## src/rtl/db15_snac_scanner.sv

```systemverilog
// DB15 SNAC adapter scanner: clocks the adapter's 32-bit shift chain and publishes
// both 16-bit button words only after two consecutive identical frames.
module db15_snac_scanner #(
   parameter int CLK_DIV   = 16,
   parameter int GAP_TICKS = 64
) (
   input  logic        clk,
   input  logic        reset_n,
   input  logic        enable,
   input  logic        joy_data,
   output logic        joy_clk,
   output logic        joy_load,
   output logic [15:0] joystick1,
   output logic [15:0] joystick2,
   output logic        frame_valid
);

   localparam logic [2:0] ST_IDLE     = 3'd0;
   localparam logic [2:0] ST_LOAD     = 3'd1;
   localparam logic [2:0] ST_SHIFT_LO = 3'd2;
   localparam logic [2:0] ST_SHIFT_HI = 3'd3;
   localparam logic [2:0] ST_COMMIT   = 3'd4;

   localparam int PW = 8;
   localparam int GW = 10;
   localparam logic [PW-1:0] PRESC_LAST = PW'(CLK_DIV - 1);
   localparam logic [GW-1:0] GAP_LAST   = GW'(GAP_TICKS - 1);

   logic [1:0]    sync_q;
   logic [PW-1:0] presc_q;
   logic          tick_s;

   logic [2:0]    state_q, state_d;
   logic [GW-1:0] gap_q, gap_d;
   logic [4:0]    idx_q, idx_d;
   logic [31:0]   capture_q, capture_d;
   logic [31:0]   prev_capture_q, prev_capture_d;
   logic          prev_valid_q, prev_valid_d;
   logic          joy_clk_q, joy_clk_d;
   logic          joy_load_q, joy_load_d;
   logic [15:0]   joy1_q, joy1_d;
   logic [15:0]   joy2_q, joy2_d;
   logic          fv_q, fv_d;

   // Two-flop synchroniser for the asynchronous adapter data line.
   always_ff @(posedge clk or negedge reset_n) begin
      if (!reset_n) begin
         sync_q <= 2'b00;
      end else begin
         sync_q <= {sync_q[0], joy_data};
      end
   end

   // Free-running prescaler producing the scan tick.
   always_ff @(posedge clk or negedge reset_n) begin
      if (!reset_n) begin
         presc_q <= '0;
      end else if (presc_q == PRESC_LAST) begin
         presc_q <= '0;
      end else begin
         presc_q <= presc_q + 8'd1;
      end
   end

   assign tick_s = (presc_q == PRESC_LAST);

   // Scan sequencer next-state and output logic.
   always_comb begin
      state_d        = state_q;
      gap_d          = gap_q;
      idx_d          = idx_q;
      capture_d      = capture_q;
      prev_capture_d = prev_capture_q;
      prev_valid_d   = prev_valid_q;
      joy_clk_d      = joy_clk_q;
      joy_load_d     = joy_load_q;
      joy1_d         = joy1_q;
      joy2_d         = joy2_q;
      fv_d           = 1'b0;
      if (!enable) begin
         // Abort any frame in flight; the next scan must re-establish a match.
         state_d      = ST_IDLE;
         gap_d        = '0;
         idx_d        = 5'd0;
         capture_d    = 32'h0000_0000;
         prev_valid_d = 1'b0;
         joy_clk_d    = 1'b0;
         joy_load_d   = 1'b1;
      end else begin
         case (state_q)
            ST_IDLE: begin
               joy_clk_d  = 1'b0;
               joy_load_d = 1'b1;
               if (tick_s && (gap_q == GAP_LAST)) begin
                  gap_d      = '0;
                  joy_load_d = 1'b0;
                  state_d    = ST_LOAD;
               end else if (tick_s) begin
                  gap_d = gap_q + 10'd1;
               end else begin
                  gap_d = gap_q;
               end
            end
            ST_LOAD: begin
               if (tick_s) begin
                  joy_load_d = 1'b1;
                  idx_d      = 5'd0;
                  state_d    = ST_SHIFT_LO;
               end else begin
                  joy_load_d = 1'b0;
               end
            end
            ST_SHIFT_LO: begin
               if (tick_s) begin
                  // Adapter lines are active low; store buttons as active high.
                  capture_d[idx_q] = ~sync_q[1];
                  joy_clk_d        = 1'b1;
                  state_d          = ST_SHIFT_HI;
               end else begin
                  joy_clk_d = 1'b0;
               end
            end
            ST_SHIFT_HI: begin
               if (tick_s && (idx_q == 5'd31)) begin
                  joy_clk_d = 1'b0;
                  state_d   = ST_COMMIT;
               end else if (tick_s) begin
                  joy_clk_d = 1'b0;
                  idx_d     = idx_q + 5'd1;
                  state_d   = ST_SHIFT_LO;
               end else begin
                  joy_clk_d = 1'b1;
               end
            end
            ST_COMMIT: begin
               if ((capture_q == prev_capture_q) && prev_valid_q) begin
                  joy1_d = capture_q[15:0];
                  joy2_d = capture_q[31:16];
                  fv_d   = 1'b1;
               end else begin
                  fv_d = 1'b0;
               end
               prev_capture_d = capture_q;
               prev_valid_d   = 1'b1;
               gap_d          = '0;
               state_d        = ST_IDLE;
            end
            default: begin
               state_d    = ST_IDLE;
               gap_d      = '0;
               joy_clk_d  = 1'b0;
               joy_load_d = 1'b1;
            end
         endcase
      end
   end

   // Sequencer state and registered outputs.
   always_ff @(posedge clk or negedge reset_n) begin
      if (!reset_n) begin
         state_q        <= ST_IDLE;
         gap_q          <= '0;
         idx_q          <= 5'd0;
         capture_q      <= 32'h0000_0000;
         prev_capture_q <= 32'h0000_0000;
         prev_valid_q   <= 1'b0;
         joy_clk_q      <= 1'b0;
         joy_load_q     <= 1'b1;
         joy1_q         <= 16'h0000;
         joy2_q         <= 16'h0000;
         fv_q           <= 1'b0;
      end else begin
         state_q        <= state_d;
         gap_q          <= gap_d;
         idx_q          <= idx_d;
         capture_q      <= capture_d;
         prev_capture_q <= prev_capture_d;
         prev_valid_q   <= prev_valid_d;
         joy_clk_q      <= joy_clk_d;
         joy_load_q     <= joy_load_d;
         joy1_q         <= joy1_d;
         joy2_q         <= joy2_d;
         fv_q           <= fv_d;
      end
   end

   assign joy_clk     = joy_clk_q;
   assign joy_load    = joy_load_q;
   assign joystick1   = joy1_q;
   assign joystick2   = joy2_q;
   assign frame_valid = fv_q;

endmodule
```

## config.mk

```make
export PLATFORM = sky130hd
export DESIGN_NAME = db15_snac_scanner
export DESIGN_NICKNAME = d
export VERILOG_FILES = /design/src/rtl/db15_snac_scanner.sv
export SDC_FILE = /design/constraint.sdc
export NUM_CORES = 1
export LEC_CHECK = 0
export BUFFER_PORTS_ARGS = -buffer_cell sky130_fd_sc_hd__buf_2
export CAP_MARGIN = 5
export CELL_PAD_IN_SITES_DETAIL_PLACEMENT = 1
export CELL_PAD_IN_SITES_GLOBAL_PLACEMENT = 2
export CORE_MARGIN = 4
export CORE_UTILIZATION = 43
export CTS_BUF_LIST = sky130_fd_sc_hd__clkbuf_8
export DETAILED_ROUTE_END_ITERATION = 8
export GPL_TIMING_DRIVEN = 0
export PLACE_DENSITY = 0.9
export SYNTH_ARGS = -nofsm -noshare
export SYNTH_HDL_FRONTEND = slang
export SYNTH_SLANG_ARGS = --single-unit
export TNS_END_PERCENT = 10
```

## constraint.sdc

```tcl
create_clock -name clk -period 2.6 [get_ports clk]
set_input_delay 0.13 -clock clk [delete_from_list [all_inputs] [get_ports clk]]
set_output_delay 0.13 -clock clk [all_outputs]
set_load 0.02 [all_outputs]
```

# == Word level (Yosys, flattened, before mapping) ==
# Index checks and enable logic that the tools add are counted.
# totals
output_inout_bits,35
reg_bits,128
# op_classes
n_eq_ne,21
n_lt_le_gt_ge,2
n_reduce_logical,14
n_addsub,3
muxes,35
bitwise,1
# op_table
op,count
two-way mux 32 bit,3
bitwise mux 32 bit,1
equality test 32 bit,1
two-way mux 10 bit,3
two-way mux 5 bit,4
one-hot mux 10 bit (2 select lines),1
two-way mux 3 bit,5
"!= test 3 bit, second input constant",5
two-way mux 1 bit,12
one-hot mux 3 bit (4 select lines),1
"adder 10 x 1 -> 10 bit, second input constant",1
"equality test 10 x 6 -> 1 bit, second input constant",1
one-hot mux 5 bit (2 select lines),1
"adder 8 x 1 -> 8 bit, second input constant",1
"equality test 8 x 4 -> 1 bit, second input constant",1
two-way mux 8 bit,1
AND reduction 2 bit,4
"equality test 3 x 2 -> 1 bit, second input constant",2
"less-than comparator 5 x 6 -> 1 bit, second input constant",1
"!= test 2 x 1 -> 1 bit, second input constant",3
"!= test 2 bit, second input constant",3
one-hot mux 1 bit (3 select lines),2
OR reduction 3 bit,2
"adder 5 x 1 -> 5 bit, second input constant",1
other kinds (13),16

# == Depth between registers and ports, before layout ==
# depth
word_depth,8
ltp_mapped,8
depth_no_buf,8

# == Worst setup path before layout ==
# OpenSTA, ideal clock, no wires.
# synth_path
path_type,register -> register
from,register state_q[0]
to,register joy1_q[0] (netlist: joystick1[0])
required_ns,2.475
setup_slack_ns,0.445
stages_incl_launch_ff,9
t_arrival_ns,2.029
n_path_buf,3
path_cell_list,dfrtp_1 nor2_4 and3_1 buf_4 nand4_1 or4_1 buf_2 buf_6 mux2_4
# synth_between
elab_chain_len,2
# synth_rtl
item,line_no,source
start: declaration,33,"logic [2:0] state_q, state_d;"
start signal: assignment,173,state_q <= state_d;
equality test 3 bit,90,case (state_q)
AND reduction 3 bit (no source line),n/a,
end signal: assignment,181,joy1_q <= joy1_d;
end: declaration,41,"logic [15:0] joy1_q, joy1_d;"
# Every way passes these cells.
# A chain may end at the register's enable or synchronous reset.

# == Worst setup path in the final report ==
# layout_path
from,register presc_q[4]
to,register capture_q[28]
# layout_between
elab_chain_len,3
# layout_rtl
item,line_no,source
start: declaration,30,logic [PW-1:0] presc_q;
start signal: assignment,61,presc_q <= presc_q + 8'd1;
equality test 8 x 4 -> 1 bit,65,assign tick_s = (presc_q == PRESC_LAST);
!= test 2 x 1 -> 1 bit (no source line),n/a,
AND reduction 2 bit (no source line),n/a,
end signal: assignment,176,capture_q <= capture_d;
end: declaration,36,"logic [31:0] capture_q, capture_d;"
# Every way passes these cells.

==> impl_metrics.toml <==
[clock_network]
htreeDepth = 4
cts_root_buf = "clkbuf_8"
cts.sinks = 128
clk_latency_ps = 450
cts_max_path_buffers = 2
clkTransAtPathRegs_ps = 80
cts_buffers = 17
cts_tree = "yes"
cts_setup_buffers = 0

[power_and_ir_drop]
power_density_nw_per_um2 = 571
pwr-share-clk_pct = 47.7
p_comb_share_pct = 2.2
sw_frac_of_total_pct = 21.8
p_total_mw = 3.99
irDropWorstVdd_mv = 0.229
p_sw_mw = 0.870
seqPwrFrac_pct = 50.1
p_leak_nw = 3.47
power.internal_mw = 3.12

[routing]
viasPerCell = 5.41
drt_pass1_iterations = 4
vias = 4110
wl_per_cell_um = 18.7
wl_um = 14200
drc_errors = 0
postRouteAntennaNets = 0
first_iter_violations = 191

[sta]
setup_viol = 0
slew_viol_final = 0
clock.fmax_mhz = 394
tightest_slew_ps = 664
period_needed_ps = 2540
post-route-period-util_pct = 97.7
finClkSkew_ps = 12.1
rsz0062_at_grt = "yes"
slew_headroom_pct = 55.7
hold_viol = 0

[floorplanning]
row_count = 43
ioPinCount = 39
die_area_sq_um = 16100
start_util_pct = 43.9
chipWidth_um = 127
core_area_sq_um = 13800
die_h_um = 127

[place]
place_hpwl_um = 10100
dpl.cell_count = 726
gp_congestion = 0.803
port-buffer-count = 38

[worst_setup_path]
startpoint_type = "flop"
cp.required_ps = 2930
arrival_ps = 2870
rr_startpoint = "presc_q[4]$_DFF_PN0_"
crit_type = "flop to flop"
cp-end-kind = "flop"
startpoint = "presc_q[4]$_DFF_PN0_"
reg2regPathDepth = 6
critPathMaxFanout = 10

[synthesis]
synth_area_sq_um = 6060
yosysTopAreaCell = "dfrtp_1"
synth_edf_count = 0
synth_cells = 507
syn_nets = 518
synth_top_area_share_pct = 52.4
synth_ff_type = "dfrtp_1"
synth_seq_cells = 128
ys_seq_area_share_pct = 52.8
yosysWarnings = 0
synth_area_leaders = "dfrtp_1 (52%), mux2_4 (7.4%), mux2_2 (6.5%)"
synth.avg_cell_area_sq_um = 12.0
synth.distinct_cells = 42
synth-async-reset-ratio_pct = 100

[status]
status = "finished clean"

[cells_and_area]
drive_above_1_share_pct = 26.0
areaGrowthSynthToFinish_pct = 15.4
fill_cells = 1488
nNetsFinal = 578
finalNonFillerCells = 760
num_antenna_cells = 0

[global_route]
grt_overflow_total = 0
antenna_found_initial = 0
grt_first_pass_wirelength_um = 24300
grt_max_degree = 70
gr-usage-all-layers_pct = 19.2
grt_pass1_vias = 4563

[job]
drv_cap = 0

[min_path]
hold_class = "input port to asynchronous set/reset pin"
cells by family (layout without fill, tap and decap cells):
group / after synthesis / after routing / synth area share, %
flops: 128 / 128 / 52.8
fa+ha+maj: 7 / 7 / 1.44
xor+xnor: 40 / 40 / 5.78
simple gates: 131 / 131 / 12.0
compound gates: 98 / 98 / 10.9
mux: 68 / 68 / 14.4
buf+inv: 35 / 108 / 2.62
timing repair:
item	CTS	global route
setup endpoints to repair	0	41
hold endpoints to repair	59	0
resized for setup	0	5
hold buffers	2	0
power groups by stage:
stage	combinational, mW	clock, mW	sequential (mW)
finish	0.0897	1.90	2.00
global placement	0.0820	0	2.04
CTS	0.0939	1.95	2.00
detailed placement	0.0916	0	2.04
global route	0.105	2.04	2.00
floorplan	0.0287	0	2.04
through the flow:
| stage | hold slack, ps | utilization, % | setup TNS [ps] | worst slack, ps | cell area, sq um |
|---|---|---|---|---|---|
| 2_1_floorplan | -166 | - | 0 | 445 | 6060 |
| 3_3_place_gp | 239 | 46.9 | -35530 | -288 | 6480 |
| 3_5_place_dp | 153 | 47.1 | 0 | 36.8 | 6510 |
| 4_1_cts | 227 | 50.4 | 0 | 15.3 | 6970 |
| 5_1_grt | 260 | 50.6 | -59.9 | -39.7 | 6990 |
| 6_report | 222 | 50.6 | 0 | 59.6 | 6990 |
cells in the mapped netlist, types with 3 or more instances:
cell type and n:
inv_1 6, nor3_1 25, nand3_2 4, a21oi_1 8
nor4_1 9, nor2_1 14, mux2i_1 3, or3_1 15
dfrtp_1 127, ha_1 7, and3_1 10, nand3_1 17
mux2_2 35, o21a_1 49, nand2_1 19, nand4_1 4
clkbuf_1 24, and2_1 3, a31oi_1 4, buf_6 3
o21ai_0 22, a21boi_0 8, xor2_1 25, xnor2_1 15
mux2_4 30
path summary, 6_finish.rpt:
path | end | slack, ps
setup / recovery | capture_q[28]$_DFFE_PN0P_ | 60
hold / removal | joystick1[13]$_DFFE_PN0P_ | 220
setup reg to reg | capture_q[28]$_DFFE_PN0P_ | 60
hold reg to reg | sync_q[1]$_DFF_PN0_ | 360
max in group asynchronous | presc_q[4]$_DFF_PN0_ | 1620
min in group clk | gap_q[4]$_DFFE_PN0P_ | 260
state kept, by name (all words and copies together), names as in the netlist, 2 cells and up:
name	flops
joystick1	16
joystick2	16
capture_q	32
prev_capture_q	32
state_q	3
gap_q	10
presc_q	8
idx_q	5
sync_q	2
layout make-up:
cell class | instances | area, sq um | share of cell area [%]
multi-input combinational | 344 | 2720 | 38.9
timing repair buffer | 41 | 244 | 3.49
sequential | 128 | 3200 | 45.8
clock inverter | 12 | 165 | 2.36
clock buffer | 20 | 275 | 3.94
inverter | 6 | 22.5 | 0.322
buffer | 29 | 138 | 1.97
tap | 180 | 225 | 3.22
cell usage in the layout (no fill, tap or decap), drive strengths merged, types with 3 or more instances in the layout:
cell type  netlist  final
nand3           21     21
clkbuf          24     44
dfrtp          127    127
o21ai           22     22
clkinv           0      3
clkinvlp         0      3
nor3            26     26
and3            10     10
mux2            65     65
xnor2           15     15
a21oi            8      8
o21a            49     49
a31oi            4      4
buf              5     44
nand2           19     19
nor2            15     15
or3             15     15
inv              6      8
a21boi          10     10
ha               7      7
xor2            25     25
bufinv           0      4
nand4            4      4
nor4             9      9
mux2i            3      3
or4              3      3
and2             3      3
worst max-delay path: stages, from the launching register on:
cell      delay [ps]
dfrtp_1          440
or4_4            580
nor3_4           290
nand3_2          310
clkbuf_1         350
o21a_1           270
o21a_1           190
metal layers:
layer	track usage (%)	up-vias	share of wire (%)
li1	-	1934	-
met1	24.7	2102	45
met2	31.9	57	51
met3	4.21	17	2.9
met4	7.07	0	1.9
met5	0	-	0
Note: power is estimated with default switching activity, not from simulation.
